==> config.mk <==
export PLATFORM = sky130hd
export DESIGN_NAME = simd_arb
export DESIGN_NICKNAME = d
export VERILOG_FILES = /design/src/rtl/simd_arb.sv
export SDC_FILE = /design/constraint.sdc
export NUM_CORES = 1
export LEC_CHECK = 0
export BUFFER_PORTS_ARGS = -buffer_cell sky130_fd_sc_hd__buf_2
export CORE_AREA = 2 2 164 166
export DETAILED_ROUTE_END_ITERATION = 6
export DIE_AREA = 0 0 166 168
export HOLD_SLACK_MARGIN = 0.12
export PLACE_DENSITY = 0.61
export SLEW_MARGIN = 10
export SYNTH_ARGS = -nofsm -noshare
export SYNTH_HDL_FRONTEND = slang
export SYNTH_SLANG_ARGS = --single-unit
==> constraint.sdc <==
create_clock -name clk -period 6.6 [get_ports clk]
set_clock_uncertainty 0.2 [all_clocks]
set_input_delay 0.99 -clock clk [delete_from_list [all_inputs] [get_ports clk]]
set_output_delay 0.99 -clock clk [all_outputs]
set_load 0.02 [all_outputs]
==> src/rtl/simd_arb.sv <==
// Round-robin arbiter that shares one fixed-latency SIMD datapath among N requesters.
// Carries a {valid, id, err} tag alongside the datapath and returns registered responses.
module simd_arb #(
  parameter int unsigned N   = 4,
  parameter int unsigned LAT = 2
) (
  input  logic                   clk,
  input  logic                   rst,
  input  logic [N-1:0]           req_vld,
  input  logic [4*N-1:0]         req_op,
  input  logic [32*N-1:0]        req_a,
  input  logic [32*N-1:0]        req_b,
  output logic [N-1:0]           req_rdy,
  output logic                   dp_vld,
  output logic [3:0]             dp_op,
  output logic [31:0]            dp_a,
  output logic [31:0]            dp_b,
  input  logic [31:0]            dp_w,
  output logic [N-1:0]           rsp_vld,
  output logic [31:0]            rsp_w,
  output logic                   rsp_err,
  output logic [$clog2(N)-1:0]   rsp_id
);

  localparam int unsigned IW = $clog2(N);

  // Arbitration
  logic [IW-1:0] ptr_q, ptr_d;
  logic [IW-1:0] arb_id;
  logic [IW-1:0] gnt_id;
  logic          gnt_any;
  logic          gnt_vld;
  logic [N-1:0]  gnt;
  logic [3:0]    sel_op;
  logic [31:0]   sel_a;
  logic [31:0]   sel_b;

  always_comb begin
    arb_id  = '0;
    gnt_id  = '0;
    gnt_any = 1'b0;
    for (int unsigned k = 0; k < N; k++) begin
      arb_id = IW'((32'(ptr_q) + 32'd1 + k) % N);
      if (!gnt_any && req_vld[arb_id]) begin
        gnt_any = 1'b1;
        gnt_id  = arb_id;
      end
    end
    gnt_vld = gnt_any & ~rst;
    gnt     = '0;
    if (gnt_vld) gnt[gnt_id] = 1'b1;
  end

  assign req_rdy = gnt;
  assign sel_op  = req_op[4*gnt_id +: 4];
  assign sel_a   = req_a[32*gnt_id +: 32];
  assign sel_b   = req_b[32*gnt_id +: 32];
  assign ptr_d   = gnt_vld ? gnt_id : ptr_q;

  // Issue stage: legal ops go to the datapath, illegal ops only occupy the slot
  logic          iss_vld_q, iss_vld_d;
  logic [3:0]    iss_op_q, iss_op_d;
  logic [31:0]   iss_a_q, iss_a_d;
  logic [31:0]   iss_b_q, iss_b_d;
  logic          iss_tv_q, iss_tv_d;
  logic [IW-1:0] iss_tid_q, iss_tid_d;
  logic          iss_terr_q, iss_terr_d;

  always_comb begin
    iss_vld_d  = gnt_vld & ~sel_op[3];
    iss_op_d   = '0;
    iss_a_d    = '0;
    iss_b_d    = '0;
    iss_tv_d   = gnt_vld;
    iss_tid_d  = '0;
    iss_terr_d = gnt_vld & sel_op[3];
    if (iss_vld_d) begin
      iss_op_d = sel_op;
      iss_a_d  = sel_a;
      iss_b_d  = sel_b;
    end
    if (gnt_vld) iss_tid_d = gnt_id;
  end

  always_ff @(posedge clk) begin
    if (rst) begin
      ptr_q      <= IW'(N - 1);
      iss_vld_q  <= 1'b0;
      iss_op_q   <= '0;
      iss_a_q    <= '0;
      iss_b_q    <= '0;
      iss_tv_q   <= 1'b0;
      iss_tid_q  <= '0;
      iss_terr_q <= 1'b0;
    end else begin
      ptr_q      <= ptr_d;
      iss_vld_q  <= iss_vld_d;
      iss_op_q   <= iss_op_d;
      iss_a_q    <= iss_a_d;
      iss_b_q    <= iss_b_d;
      iss_tv_q   <= iss_tv_d;
      iss_tid_q  <= iss_tid_d;
      iss_terr_q <= iss_terr_d;
    end
  end

  // Tag pipeline: stage LAT-1 lines up with the cycle dp_w is valid
  logic          pipe_vld_q [LAT];
  logic [IW-1:0] pipe_id_q  [LAT];
  logic          pipe_err_q [LAT];

  always_ff @(posedge clk) begin
    if (rst) begin
      for (int unsigned j = 0; j < LAT; j++) begin
        pipe_vld_q[j] <= 1'b0;
        pipe_id_q[j]  <= '0;
        pipe_err_q[j] <= 1'b0;
      end
    end else begin
      pipe_vld_q[0] <= iss_tv_q;
      pipe_id_q[0]  <= iss_tid_q;
      pipe_err_q[0] <= iss_terr_q;
      for (int unsigned j = 1; j < LAT; j++) begin
        pipe_vld_q[j] <= pipe_vld_q[j-1];
        pipe_id_q[j]  <= pipe_id_q[j-1];
        pipe_err_q[j] <= pipe_err_q[j-1];
      end
    end
  end

  // Response stage
  logic [N-1:0]  rsp_vld_q, rsp_vld_d;
  logic [31:0]   rsp_w_q, rsp_w_d;
  logic          rsp_err_q, rsp_err_d;
  logic [IW-1:0] rsp_id_q, rsp_id_d;
  logic          tail_vld;
  logic [IW-1:0] tail_id;
  logic          tail_err;

  assign tail_vld = pipe_vld_q[LAT-1];
  assign tail_id  = pipe_id_q[LAT-1];
  assign tail_err = pipe_err_q[LAT-1];

  always_comb begin
    rsp_vld_d = '0;
    rsp_w_d   = '0;
    rsp_err_d = 1'b0;
    rsp_id_d  = '0;
    if (tail_vld) begin
      rsp_vld_d[tail_id] = 1'b1;
      rsp_id_d           = tail_id;
      rsp_err_d          = tail_err;
      rsp_w_d            = tail_err ? 32'd0 : dp_w;
    end
  end

  always_ff @(posedge clk) begin
    if (rst) begin
      rsp_vld_q <= '0;
      rsp_w_q   <= '0;
      rsp_err_q <= 1'b0;
      rsp_id_q  <= '0;
    end else begin
      rsp_vld_q <= rsp_vld_d;
      rsp_w_q   <= rsp_w_d;
      rsp_err_q <= rsp_err_d;
      rsp_id_q  <= rsp_id_d;
    end
  end

  // Registers only clear at the edge, so mask outputs for the reset cycle itself
  assign dp_vld  = iss_vld_q & ~rst;
  assign dp_op   = rst ? 4'd0  : iss_op_q;
  assign dp_a    = rst ? 32'd0 : iss_a_q;
  assign dp_b    = rst ? 32'd0 : iss_b_q;
  assign rsp_vld = rst ? '0    : rsp_vld_q;
  assign rsp_w   = rst ? 32'd0 : rsp_w_q;
  assign rsp_err = rsp_err_q & ~rst;
  assign rsp_id  = rst ? '0    : rsp_id_q;

  a_rdy_onehot : assert property (@(posedge clk) $onehot0(req_rdy));
  a_rdy_needs_vld : assert property (@(posedge clk) (req_rdy & ~req_vld) == '0);

endmodule

==> run metrics, run 1 <==
outcome=completed; CP Capture Type=output port; slowest CP cell=buf_4; Max Root-Sink Buffers=2; Die Wd=166 um; detailed-route via count=about 7,500; Rel. slew slack=between 30% and 40%; row count=60; area grow syn2layout=42.3%; most common cell after layout, fill and taps aside=buf_2; Setup violations, final=0; first-pass GRT wire length=41,400 um; Syn Inst Count=760; CTS tree=done; WP data required=approximately 5400 ps; Die H=approximately 170 um; dpl hpwl=between 15,000 and 20,000 um; Iter 0 DRT Violations=between 400 and 500; Cell variety after synth=32; post_cts resized=0; sequential share of the synthesized area=around 36%; RSZ-0062 raised after global routing=false; Peak VDD IR=around 0.13 mV; worst skew pair latency=between 400 and 500 ps; most area-hungry cell type in the Yosys netlist=dfxtp_1; Min-Delay Path Class=register to register; drt via density=between 5 and 6; Worst-Margin Slew=1030 ps; setup_tns=0 ps; hold_buf cts=0; pre-CTS setup slack=1710 ps; Max-Cap Viols=0; die area=0.0279 sq mm; CP Max Fanout=49; Slew Limit Fails=0; Placer Congestion=around 0.85; synth top area cells=dfxtp_1, a41o_1, nor2b_1; fin crit period=4480 ps; syn nets=approximately 1,100; Syn Std Cell Area=approximately 0.0067 sq mm; max incr delay on CP=570 ps; H-tree level count=4; remaining antenna violation count after routing=0; vias in the first global route=roughly 7,400; Pwr Density=between 200 and 300 mW/mm^2; initial antenna violation count=4; CP Launch Type=primary input; filler instances=about 2,700; Post-CTS Setup Inserts=0; Clock transition at path regs=about 60 ps; Arr. time, crit path=approximately 3300 ps; drt pass-1 iters=4; largest net degree at the start of global routing=93; core area=roughly 0.026 sq mm; nets=1,419; Top Ports=422; Starting Density=between 20% and 30%; clock root buffer=clkbuf_16; Avg WL per Cell=between 15 and 20 um; Overflow after GRT=0; share of the synthesized area in the top cell type=about 36%; DRC violations left=0; fmax=223 MHz; total CTS buffers=17; register bit total from synthesis=approximately 120; Final Hold Viols=0; Crit Path Category=primary input to output port; CP cell instances=buf_2 > and2b_2 > o21ai_4 > buf_4 > nand2_1 > a21oi_1 > nor2_1 > buf_2; All-Layer GR Usage=approximately a fifth; setup ws final=about 2100 ps; clk sinks=~120; routed wire length=27,500 um; Tcrit/Tclk final=67.8%; Leak=slightly below 5 nW; CP dominant cell by count=buf_2; YS warnings=0; port bufs=around 420; most frequent cells in the layout=buf_2, a21oi_1, a41o_1; layout cell share with drive strength beyond 1=44.2%; average size of a mapped cell=a little under 9 sq um
==> critical path, delay by kind of cell <==
family / cells / cell delay, ps
buf+inv: 3 / 910
simple gates: 3 / 510
compound gates: 2 / 820
==> cells in the mapped netlist (all sizes together) <==
| master | n |
|---|---|
| a211o | 3 |
| clkbuf | 64 |
| and3 | 2 |
| and2b | 1 |
| o221ai | 1 |
| o22ai | 1 |
| conb | 1 |
| nand2 | 5 |
| nor3 | 2 |
| nor4 | 1 |
| dfxtp | 122 |
| a21oi | 138 |
| a211oi | 67 |
| a21o | 2 |
| a41o | 134 |
| a31oi | 2 |
| buf | 40 |
| or3b | 1 |
| nand2b | 3 |
| o221a | 1 |
| nor2b | 120 |
| and2 | 35 |
| inv | 3 |
| nand3 | 1 |
| nor2 | 7 |
| o21ai | 3 |
==> report_power, final <==
group,internal (mW),switching [mW]
Combinational,0.282,0.388
Sequential,0.803,0.0168
Clock,0.543,0.421
Total,1.63,0.826
==> cell families after synthesis <==
| logic type | share of synthesized area (%) |
|---|---|
| flops | 36.2 |
| other cells | 0.0556 |
| simple gates | 16.2 |
| compound gates | 40.5 |
| buf+inv | 7.03 |
==> final timing paths <==
kind,from,endpoint,slack [ps],cells after the start
worst max-delay path,req_vld[3],req_rdy[1],2120,8
worst min-delay path,pipe_err_q[0][0],pipe_err_q[0][1],240,1
worst max register to register,ptr_q[0],iss_b_q[0],2950,7
worst min register to register,pipe_err_q[0][0],pipe_err_q[0][1],240,1
==> state kept, by name (all words and copies together) (netlist names), 4 cells and up <==
name,flops
iss_a_q,32
iss_op_q,4
iss_b_q,32
pipe_id_q,4
rsp_w_q,32
rsp_vld_q,4
==> layout make-up <==
| class | count | area, sq um | area share (%) |
|---|---|---|---|
| tap | 341 | 427 | 4.44 |
| clock inverter | 15 | 173 | 1.80 |
| sequential | 122 | 2440 | 25.4 |
| multi-input combinational | 531 | 3890 | 40.5 |
| inverter | 3 | 11.3 | 0.117 |
| antenna | 5 | 12.5 | 0.130 |
| clock buffer | 17 | 425 | 4.43 |
| timing repair buffer | 434 | 2220 | 23.1 |
==> per-stage QoR <==
step	hold slack [ps]	power (mW)	util, %	instances	cell area [sq um]
after global placement	219	1.50	34.0	1430	8970
final	235	2.45	36.4	1468	9600
after floorplan	214	1.28	-	760	6750
after CTS	240	2.49	36.3	1462	9570
after detailed placement	224	1.51	34.0	1430	8970
after global routing	251	2.60	36.4	1466	9600
==> layer usage <==
layer	vias to the layer above	wire, um	GRT usage, %
met5	-	0	0
met4	0	683	7.41
met3	39	2080	5.69
met2	342	13200	30.8
met1	3552	11600	23.1
li1	3615	-	-
(Power assumes the default switching activity.)
==> run 2: changes to the inputs <==
- CORE_AREA: 2 2 164 166 -> 2 2 165 167
- DIE_AREA: 0 0 166 168 -> 0 0 167 169
- clock period: 6.6 -> 4.4 ns (I/O delays scaled with it)
==> run 2 against run 1 <==
  * Flip-flop and latch count unchanged
  * Final cell count shrank 0.27%
  * Non-clock buffer count grew 1
  * Clock power is 44% higher
  * Setup slack lost 930 ps
  * Via count about the same
  * First-iteration DRC count up 24%
  * Sequential share of layout area grew 0.053 points
  * Die area is 1.2% higher
  * Global-route usage down 1.1 points
  * Critical path depth shrank 2
  * Design area down 0.21%
  * Critical endpoint is now req_rdy[2]
==> run metrics, run 2 (synthesized netlist as in run 1, its figures left out) <==
vias in the first global route=7,184; largest net degree at the start of global routing=103; Starting Density=between 20% and 30%; P_sw=between 1 and 1.5 mW; Max-Cap Viols=0; Top Ports=422; initial antenna violation count=0; dpl cell area=around 0.009 sq mm; slowest CP cell=a21o_4; Max Root-Sink Buffers=2; dpl hpwl=17,800 um; WP data required=3540 ps; Die Wd=167 um; fin crit period=3200 ps; Flop pwr share=about 34%; Hold Crit Start=pipe_id_q[0][1]; Crit Path Category=register to output port; Clock Power Share=roughly two fifths; Peak VDD IR=between 0.15 and 0.2 mV; routed wire length=about 26,000 um; row count=60; Arr. time, crit path=2340 ps; Final Hold Viols=0; internal power=approximately 2.4 mW; Worst-Margin Slew=943 ps; Avg WL per Cell=between 15 and 20 um; Pwr Density=about 380 mW/mm^2; Power Total=about 3.6 mW; Die H=between 150 and 200 um; CP cell instances=nand2b_1 > a21o_4 > nand2_1 > a21o_1 > nor2_1 > buf_2; setup ws final=1200 ps; CP Max Fanout=64; max incr delay on CP=between 500 and 600 ps; WHS=233 ps; Tcrit/Tclk final=72.8%; CP Launch Type=register; ANT cells=0; core area=approximately 0.027 sq mm; H-tree level count=4; WP buf/inv=1; top flop regs=iss_a_q x32, iss_b_q x32, rsp_w_q x32; layout cell share with drive strength beyond 1=between 40 and 50%; All-Layer GR Usage=about 18%; Placer Congestion=just over 0.8; total CTS buffers=17; Leak=4.80 nW; remaining antenna violation count after routing=0; detailed-route via count=~7,500; drt via density=5.15; design area=~0.0096 sq mm; CP startpoint=ptr_q[0]; post_cts resized=0; clock root buffer=clkbuf_16; Slew Limit Fails=0; Post-Route Utilization=approximately 36%; Overflow after GRT=0; Switching Fraction=approximately a third; drt pass-1 iters=5; most common cell after layout, fill and taps aside=buf_2; setup_tns=0 ps; die area=approximately 0.028 sq mm; DRC violations left=0; RSZ-0062 raised after global routing=false; outcome=completed; placed instance count=between 1,000 and 1,500; Rel. slew slack=37.1%; Iter 0 DRT Violations=566; pre-CTS setup slack=1030 ps; nets=roughly 1,400; Clock transition at path regs=around 60 ps; combinational cell fraction of total power=between 20% and 30%; clk sinks=about 120; port bufs=421; Min-Delay Path Class=register to register; Post-CTS Setup Inserts=0; fmax=312 MHz; first-pass GRT wire length=39,600 um; CP Capture Type=output port; worst skew pair latency=just over 400 ps; final std cells w/o fill=1,464; cell class contributing the biggest share of worst-path delay=compound AO/OA/AOI/OAI gates; Setup violations, final=0; most frequent cells in the layout=buf_2, a21oi_1, a41o_1; RR Startpoint=ptr_q[0]; CTS tree=done; hold_buf cts=0; area grow syn2layout=42.0%
## run 2: cell count changes in the layout (fill, tap and decap cells not counted), sizes merged
cell / delta
inv: +1
clkinvlp: +1
bufinv: -1
buf: +1
diode: -5
clkinv: -1
## run 2: path summary, 6_finish.rpt
check | end | depth (start not counted) | slack [ps]
worst max-delay path | req_rdy[2] | 6 | 1200
worst min-delay path | pipe_id_q[0][3] | 1 | 230
worst max register to register | iss_a_q[10] | 6 | 1470
worst min register to register | pipe_id_q[0][3] | 1 | 230
## run 2: worst reg2reg max path: cells and delay by family, from the launching register on
| family | cells | cell delay, ps |
|---|---|---|
| AND/OR/NAND/NOR | 2 | 510 |
| buffers and inverters | 1 | 710 |
| AO/OA/AOI/OAI | 3 | 940 |
| flip-flops | 1 | 410 |
## run 2: power groups by stage
stage | clock [mW] | sequential [mW] | combinational, mW
2_1_floorplan | 0 | 1.24 | 0.673
3_3_place_gp | 0 | 1.25 | 1.01
3_5_place_dp | 0 | 1.25 | 1.01
4_1_cts | 1.44 | 1.23 | 1.02
5_1_grt | 1.49 | 1.24 | 1.09
6_report | 1.39 | 1.23 | 1.01
## run 2: area by class of cell
cell class                      instances  area [sq um]
Clock inverter                         15           145
Tap cell                              341           427
Sequential cell                       122          2440
Multi-Input combinational cell        531          3890
Fill cell                            2811         16900
Inverter                                3          11.3
Timing Repair Buffer                  435          2240
Clock buffer                           17           425
## run 2: per-layer routing
| layer | part of all wire (%) | GRT usage [%] | wire length, um |
|---|---|---|---|
| met3 | 7.3 | 4.91 | 1920 |
| met2 | 49 | 30.0 | 12800 |
| met5 | 0 | 0 | 0 |
| met4 | 1.8 | 5.55 | 461 |
| met1 | 42 | 21.7 | 11000 |
